`src/rtl/sched_pkg.sv`:
```
// Shared constants and types for the dual-FIFO issue scheduler:
// field positions inside the 32-bit instruction, scoreboard sizing and tag type.
package sched_pkg;

  localparam int ADDR_W   = 9;
  localparam int SB_DEPTH = 4;
  localparam int TAG_W    = 2;

  localparam int DST_LSB  = 9;
  localparam int SRC_LSB  = 0;
  localparam int PRIO_BIT = 28;

  typedef logic [TAG_W-1:0] tag_t;

  typedef enum logic {
    RR_F1 = 1'b0,
    RR_F2 = 1'b1
  } rr_pref_e;

endpackage

```
`src/rtl/issue_scoreboard.sv`:
```
// In-flight destination scoreboard: lowest-free allocation, tagged free,
// hazard compare for both FIFO heads, sticky error on a bad free.
module issue_scoreboard #(
  parameter int ADDR_W   = sched_pkg::ADDR_W,
  parameter int SB_DEPTH = sched_pkg::SB_DEPTH
) (
  input  logic              clk,
  input  logic              reset,
  input  logic [ADDR_W-1:0] i_a_src,
  input  logic [ADDR_W-1:0] i_a_dst,
  input  logic [ADDR_W-1:0] i_b_src,
  input  logic [ADDR_W-1:0] i_b_dst,
  output logic              o_a_hazard,
  output logic              o_b_hazard,
  input  logic              i_alloc,
  input  logic [ADDR_W-1:0] i_alloc_dst,
  output logic [1:0]        o_alloc_tag,
  output logic              o_full,
  input  logic              i_free,
  input  logic [1:0]        i_free_tag,
  output logic              o_err
);
  import sched_pkg::*;

  logic [SB_DEPTH-1:0] r_valid;
  logic [ADDR_W-1:0]   r_dst [SB_DEPTH];
  logic                r_err;
  logic [SB_DEPTH-1:0] w_hit_a;
  logic [SB_DEPTH-1:0] w_hit_b;
  logic [SB_DEPTH-1:0] w_free_hit;
  logic                w_free_ok;
  tag_t                w_alloc_tag;

  genvar gi;
  generate
    for (gi = 0; gi < SB_DEPTH; gi++) begin : g_entry
      assign w_hit_a[gi]    = r_valid[gi] && (r_dst[gi] == i_a_src || r_dst[gi] == i_a_dst);
      assign w_hit_b[gi]    = r_valid[gi] && (r_dst[gi] == i_b_src || r_dst[gi] == i_b_dst);
      assign w_free_hit[gi] = r_valid[gi] && (i_free_tag == TAG_W'(gi));

      // Alloc only targets a free entry and free only a valid one, so they never collide.
      always_ff @(posedge clk) begin
        if (reset) begin
          r_valid[gi] <= 1'b0;
          r_dst[gi]   <= '0;
        end else if (i_alloc && (w_alloc_tag == TAG_W'(gi))) begin
          r_valid[gi] <= 1'b1;
          r_dst[gi]   <= i_alloc_dst;
        end else if (i_free && w_free_hit[gi]) begin
          r_valid[gi] <= 1'b0;
        end
      end
    end
  endgenerate

  always_comb begin
    w_alloc_tag = '0;
    for (int i = SB_DEPTH - 1; i >= 0; i--) begin
      if (!r_valid[i]) w_alloc_tag = TAG_W'(i);
    end
  end

  assign w_free_ok = |w_free_hit;

  always_ff @(posedge clk) begin
    if (reset) r_err <= 1'b0;
    else if (i_free && !w_free_ok) r_err <= 1'b1;
  end

  assign o_a_hazard  = |w_hit_a;
  assign o_b_hazard  = |w_hit_b;
  assign o_alloc_tag = w_alloc_tag;
  assign o_full      = &r_valid;
  assign o_err       = r_err;

endmodule

```
`src/rtl/issue_scheduler.sv`:
```
// Two-FIFO in-order issue scheduler with round-robin arbitration onto one execution port.
// Define OVERRIDE_PRIO_EN to let instr[28] override round-robin between eligible heads.
module issue_scheduler #(
  parameter int ADDR_W   = sched_pkg::ADDR_W,
  parameter int SB_DEPTH = sched_pkg::SB_DEPTH
) (
  input  logic        clk,
  input  logic        reset,
  input  logic [31:0] f1_instr,
  input  logic        f1_valid,
  output logic        f1_pop,
  input  logic [31:0] f2_instr,
  input  logic        f2_valid,
  output logic        f2_pop,
  output logic [31:0] ex_instr,
  output logic [1:0]  ex_tag,
  output logic        ex_valid,
  input  logic        ex_ready,
  input  logic        ex_done,
  input  logic [1:0]  ex_done_tag,
  output logic        sb_full,
  output logic        sb_err,
  output logic [15:0] stall_cnt
);
  import sched_pkg::*;

  logic [ADDR_W-1:0] w_f1_src, w_f1_dst, w_f2_src, w_f2_dst;
  logic              w_f1_haz, w_f2_haz, w_full, w_can_load;
  logic              w_f1_elig, w_f2_elig, w_pick_f2;
  logic              w_grant_f1, w_grant_f2, w_grant;
  tag_t              w_alloc_tag;

  logic [31:0] r_ex_instr;
  tag_t        r_ex_tag;
  logic        r_ex_valid;
  rr_pref_e    r_rr;
  logic [15:0] r_stall;

  assign w_f1_dst = f1_instr[DST_LSB +: ADDR_W];
  assign w_f1_src = f1_instr[SRC_LSB +: ADDR_W];
  assign w_f2_dst = f2_instr[DST_LSB +: ADDR_W];
  assign w_f2_src = f2_instr[SRC_LSB +: ADDR_W];

  issue_scoreboard #(.ADDR_W(ADDR_W), .SB_DEPTH(SB_DEPTH)) u_sb (
    .clk        (clk),
    .reset      (reset),
    .i_a_src    (w_f1_src),
    .i_a_dst    (w_f1_dst),
    .i_b_src    (w_f2_src),
    .i_b_dst    (w_f2_dst),
    .o_a_hazard (w_f1_haz),
    .o_b_hazard (w_f2_haz),
    .i_alloc    (w_grant),
    .i_alloc_dst(w_grant_f2 ? w_f2_dst : w_f1_dst),
    .o_alloc_tag(w_alloc_tag),
    .o_full     (w_full),
    .i_free     (ex_done),
    .i_free_tag (ex_done_tag),
    .o_err      (sb_err)
  );

  assign w_can_load = !r_ex_valid || ex_ready;
  assign w_f1_elig  = f1_valid && !w_full && w_can_load && !w_f1_haz;
  assign w_f2_elig  = f2_valid && !w_full && w_can_load && !w_f2_haz;

`ifdef OVERRIDE_PRIO_EN
  logic w_f1_prio, w_f2_prio;
  assign w_f1_prio = f1_instr[PRIO_BIT];
  assign w_f2_prio = f2_instr[PRIO_BIT];
  assign w_pick_f2 = (w_f1_prio != w_f2_prio) ? w_f2_prio : (r_rr == RR_F2);
`else
  assign w_pick_f2 = (r_rr == RR_F2);
`endif

  // Pops are combinational so the FIFO dequeues on the same edge that captures the head.
  assign w_grant_f1 = !reset && w_f1_elig && (!w_f2_elig || !w_pick_f2);
  assign w_grant_f2 = !reset && w_f2_elig && (!w_f1_elig || w_pick_f2);
  assign w_grant    = w_grant_f1 || w_grant_f2;

  always_ff @(posedge clk) begin
    if (reset) begin
      r_ex_valid <= 1'b0;
      r_ex_instr <= '0;
      r_ex_tag   <= '0;
      r_rr       <= RR_F1;
      r_stall    <= '0;
    end else begin
      if (w_grant) begin
        r_ex_valid <= 1'b1;
        r_ex_instr <= w_grant_f2 ? f2_instr : f1_instr;
        r_ex_tag   <= w_alloc_tag;
        r_rr       <= w_grant_f1 ? RR_F2 : RR_F1;
      end else if (ex_ready) begin
        r_ex_valid <= 1'b0;
      end
      if ((f1_valid || f2_valid) && !w_grant && (r_stall != 16'hFFFF))
        r_stall <= r_stall + 16'd1;
    end
  end

  assign f1_pop    = w_grant_f1;
  assign f2_pop    = w_grant_f2;
  assign ex_instr  = r_ex_instr;
  assign ex_tag    = r_ex_tag;
  assign ex_valid  = r_ex_valid;
  assign sb_full   = w_full;
  assign stall_cnt = r_stall;

endmodule

```
`config.mk`:
```
export PLATFORM = sky130hd
export DESIGN_NAME = issue_scheduler
export DESIGN_NICKNAME = d
export VERILOG_FILES = /design/src/rtl/sched_pkg.sv /design/src/rtl/issue_scoreboard.sv /design/src/rtl/issue_scheduler.sv
export SDC_FILE = /design/constraint.sdc
export NUM_CORES = 1
export LEC_CHECK = 0
export ABC_CLOCK_PERIOD_IN_PS = 3600
export CAP_MARGIN = 0
export CORE_MARGIN = 5
export CORE_UTILIZATION = 47
export CTS_CLUSTER_SIZE = 25
export DETAILED_ROUTE_END_ITERATION = 12
export PLACE_DENSITY = 0.78
export SLEW_MARGIN = 20
export SYNTH_ARGS = -nofsm -noshare
export SYNTH_HDL_FRONTEND = slang
export SYNTH_HIERARCHICAL = 1
export SYNTH_SLANG_ARGS = --single-unit
```
`constraint.sdc`:
```
create_clock -name clk -period 3.6 [get_ports clk]
set_input_delay 0.72 -clock clk [delete_from_list [all_inputs] [get_ports clk]]
set_output_delay 0.72 -clock clk [all_outputs]
set_load 0.01 [all_outputs]
```
After elaboration in Yosys (flattened, before gate mapping) --
Memories as Yosys holds them, arrays and structs flattened. Index checks and enable logic that the tools add are counted.
Cells by class: reduce and logical (&&, ||, !) cells 67, bitwise operators 4, add/subtract/negate cells 1, eq/ne operators 23, multiplexer cells 35
Operators with widths (count):
- $eq 9x9->1 | 16
- $mux 9 | 5
- $logic_and 1x1->1 | 33
- $mux 32 | 1
- $mux 1 | 25
- $add 16x1->16 const B | 1
- $ne 16x16->1 const B | 1
- $logic_or 1x1->1 | 13
- $reduce_or 4->1 | 3
- $logic_not 1->1 | 10
- $reduce_bool 2->1 | 5
- $eq 2x2->1 const B | 4
- $mux 2 | 4
- $eq 2x1->1 const B | 2
- $logic_not 2->1 | 2
- $or 1x1->1 | 4
- $reduce_and 4->1 | 1
Storage, ports and cells: memories kept 1, RAM bits 36, bits of input ports 72, register bits 57
Memories:
- u_sb.r_dst | words 4, width 9, rd ports 4, clocked after Yosys merged registers in 0, write ports 4, line issue_scoreboard.sv:26 | logic [ADDR_W-1:0] r_dst [SB_DEPTH];

Longest topological paths before layout --
depth after elaboration 15, mapped depth 13, gate-level depth less buffers 11

Cells and area by module --
Netlist, hierarchy kept.
By module, submodules not included:
- issue_scoreboard | times used 1, cells each 310, area each 3298.2 µm²
- issue_scheduler | times used 1, cells each 274, area each 2502.4 µm²

Worst setup path before layout --
No wires, ideal clock.
kind input to register, start input port f2_instr[8], end memory u_sb.r_dst[0][0] (enable), arrival 3.511 ns, path buffers 2, setup slack -0.301 ns, stages 11, library setup time 0.390 ns, cells stage by stage xor2_1 -> nor4_1 -> nand4_1 -> nand4_1 -> or2_2 -> nand2b_1 -> a2111oi_4 -> buf_2 -> buf_2 -> inv_1 -> o31ai_1
RTL lines:
- start, declared | line issue_scheduler.sv:12 | input logic [31:0] f2_instr,
- end, declared | line issue_scoreboard.sv:26

Worst setup path after layout --
start input port f1_instr[10], end output port f2_pop
On the way: longest elaborated chain between the ends 9
RTL lines:
- start, declared | line issue_scheduler.sv:9 | input logic [31:0] f1_instr,
- $eq 9x9->1 | line issue_scoreboard.sv:37 | assign w_hit_a[gi] = r_valid[gi] && (r_dst[gi] == i_a_src || r_dst[gi] == i_a_dst);
- $logic_or 1x1->1 | line issue_scoreboard.sv:37
- $logic_and 1x1->1 | line issue_scoreboard.sv:37
- $reduce_or 4->1 (*) | line issue_scoreboard.sv:70 | assign o_a_hazard = |w_hit_a;
- net w_f1_haz | line issue_scheduler.sv:28 | logic w_f1_haz, w_f2_haz, w_full, w_can_load;
- $logic_not 1->1 (*) | line issue_scheduler.sv:63 | assign w_f1_elig = f1_valid && !w_full && w_can_load && !w_f1_haz;
- $logic_and 1x1->1 (*) | line issue_scheduler.sv:63
- $logic_not 1->1 (*) | line issue_scheduler.sv:77 | assign w_grant_f2 = !reset && w_f2_elig && (!w_f1_elig || w_pick_f2);
- $logic_or 1x1->1 (*) | line issue_scheduler.sv:77
- $logic_and 1x1->1 (*) | line issue_scheduler.sv:77
- end, declared | line issue_scheduler.sv:14 | output logic f2_pop,
Mark *: on every way through the listed nets, which the timed path passes. The rest lies on a longest branch.

==> key figures <==
Run status
  • Status: completed

Synthesis
  • Top_reg_cell synth: dfxtp_1
  • Seq/Total Area, Yosys: 38.3%
  • Yosys reg bits: 93
  • Syn nets: 657
  • Post-Synthesis Mean Instance Area: 9.93 µm²
  • Number of enable flip-flop cells after synthesis: 36
  • Synth Warn #: 6
  • Syn Inst Count: 584
  • Mapped cell area: 5800 µm²
  • Async set-reset flop share out of synthesis: 0%
  • Synth cell types: 49

Placed design
  • Placed cells: 924
  • GPL Wtd Cong: 0.956
  • HPWL after DPL: 14600 µm
  • Port-buffer cells: 126

Die
  • Die ar.: 14700 µm²
  • Cell Rows: 40
  • Die width: 121 µm
  • Die height: 121 µm
  • Starting density of the core: 48.1%
  • I/O pins: 127
  • Total core area: 12100 µm²

Clocking
  • Number of setup buffers added after CTS: 0
  • CTS clk-pin slew, worst paths: 0.06 ns
  • Sink Count: 93
  • Clock buffer count from CTS: 9
  • CTS tree: yes
  • CTS Buffer Depth: 2
  • Skew-Pair Late Insertion Delay: 0.35 ns
  • Clock tree root driver cell: clkbuf_16
  • H-tree levels: 3

Layout
  • Area growth from synthesis to final layout: 39.6%
  • Antenna cells: 0
  • Layout filler cell count: 987
  • Post-layout util: 67.2%
  • Leading cell type in the layout, fill and taps excluded: xor2_1
  • Share of layout cells above drive strength 1: 16.3%
  • Final cell count without fillers: 940
  • Commonest cells after routing, fill and taps aside: xor2_1, clkdlybuf4s50_1, buf_4
  • Nets@finish: 840

GRT
  • Pin count of the biggest net entering global routing: 62
  • Overall Global Routing Usage: 25.1%
  • Antenna violations before repair: 0
  • First-pass GRT wire length: 28400 µm
  • Vias in the first global route: 5134
  • Gr ovfl total: 0

Detailed routing
  • DR pass1 iterations: 5
  • Routed wire length: 18500 µm
  • WL/cell: 19.7 µm
  • Vias/cell: 5.53
  • DRT antenna net count: 0
  • Remaining DRCs: 0
  • Via count: 5198
  • Starting DRT DRC Count: 392

Power
  • PwrDens: 354 nW/µm²
  • Share of power burned in the clock network: 34.8%
  • Pwr Total: 0.00286 W
  • Leakage dissipation: 3.41 nW
  • Seq pwr share: 43.2%
  • Cell Int Power: 0.00208 W
  • Sw Share: 27.4%
  • Logic pwr share: 22.1%
  • IR drop worst, VDD: 0.287 mV
  • Psw: 0.000784 W

Critical path
  • CP Capture Type: output pin
  • Startpoint class of the critical path: input port
  • Required time of the critical path: 2.88 ns
  • Worst-path fanout max: 5
  • CP arrival: 2.80 ns
  • Kind of critical path: input port to output pin

Timing
  • Hold Fails Final Rpt: 0
  • Setup TNS: 0 ns
  • Worst hold slack: 0.484 ns
  • Final setup viols: 0
  • Final Max Tran Viols: 0
  • Maximum clock frequency: 0.284 GHz
  • Worst Max-Slew Pin Slew: 0.716 ns
  • Clk_skew: 0.00901 ns
  • Tmin final: 3.52 ns
  • Rel. slew slack: 52.2%
  • Fin crit share: 97.7%

Worst hold path
  • Hold Crit Class: flop to flop

Run
  • Max-Cap Viols: 0
-- sequential cells by signal, summed over array words and instances (netlist names) --
signal / cells
u_sb/r_dst: 36
ex_instr: 32
stall_cnt: 16
u_sb/r_valid: 4
ex_tag: 2
ex_valid: 1
r_rr: 1
u_sb/o_err: 1
-- through the flow --
step / worst slack (ns) / cell area (µm²)
4_1_cts: 0.00834 / 8040
5_1_grt: -0.000508 / 8100
2_1_floorplan: -0.0592 / 5810
6_report: 0.0825 / 8100
3_3_place_gp: -0.742 / 7700
3_5_place_dp: -0.754 / 7700
-- final cells by class --
class | count | area, µm² | area share [%]
multi-input cells | 450 | 3500 | 43.2
clock buffers | 14 | 277 | 3.41
well taps | 168 | 210 | 2.59
repair buffers | 193 | 1780 | 22.0
flip-flops and latches | 93 | 2220 | 27.4
clock inverters | 2 | 38.8 | 0.479
inverters | 20 | 75.1 | 0.927
-- worst max-delay path, stage by stage --
cell and delay [ns]:
dlygate4sd2_1 0.34, xor2_1 0.19, nor4_2 0.35, nand4_1 0.19
nand4_1 0.15, or2_2 0.12, nand2b_1 0.12, nor2_1 0.04
or3_4 0.35, inv_1 0.08, buf_2 0.13
-- timing repair --
item,4_1_cts,5_1_grt
hold buffers,0,0
setup endpoints to repair,76,95
gates resized for setup,52,22
pin swaps,11,11
-- power by group through the flow --
stage	logic [W]	registers, W	clock network [W]
2_1_floorplan	0.000280	0.00125	0
3_3_place_gp	0.000619	0.00125	0
3_5_place_dp	0.000625	0.00126	0
4_1_cts	0.000624	0.00123	0.00102
5_1_grt	0.000676	0.00124	0.00105
6_report	0.000632	0.00124	0.000996
-- path summary, 6_finish.rpt --
kind                                    endpoint  slack (ns)                           start  cells after the start
setup / recovery                          f2_pop        0.08                    f1_instr[10]                     11
hold / removal           u_sb/o_err$_SDFFE_PP0P_        0.48         u_sb/o_err$_SDFFE_PP0P_                      2
setup reg to reg  u_sb/r_dst[1][6]$_SDFFCE_PN0P_        0.34  u_sb/r_dst[0][1]$_SDFFCE_PN0P_                     13
hold reg to reg          u_sb/o_err$_SDFFE_PP0P_        0.48         u_sb/o_err$_SDFFE_PP0P_                      2
-- layer usage --
metal  vias up  track usage, %  wire length (µm)
li1       2468               -                 -
met1      2473            33.8              8270
met2       224            40.7              8520
met3        33            4.34              1320
met4         0            8.57               406
met5         -               0                 0
-- cells by family (layout without fill, tap and decap cells) --
group / Yosys count / in the layout / share of synthesized area (%)
simple gates: 202 / 202 / 20.4
xor+xnor: 152 / 152 / 23.0
flops: 93 / 93 / 38.3
compound gates: 58 / 58 / 7.87
buf+inv: 41 / 229 / 3.60
mux: 37 / 37 / 6.69
fa+ha+maj: 1 / 1 / 0.216
-- cell usage after synthesis, drive strengths merged, types with 2 or more instances --
cell type,n,area share [%]
xor2,128,19
dfxtp,57,20
nor2,54,3.6
nor4,44,5.4
and2,37,4.0
edfxtp,36,19
mux2i,35,6.0
a211oi,34,4.4
nand4,24,2.6
xnor2,24,3.6
inv,20,1.3
buf,14,1.9
nand3,9,1.1
nand2,8,0.52
clkbuf,7,0.45
a21oi,6,0.52
a31o,4,0.60
and4,4,0.60
a21o,3,0.39
nand2b,3,0.32
nor3,3,0.35
o31ai,3,0.39
or3,3,0.32
and3,2,0.22
nand3b,2,0.26
nor2b,2,0.22
o21ai,2,0.17
or2,2,0.22
or4,2,0.26
No activity file was read; power rests on OpenSTA's default activity.
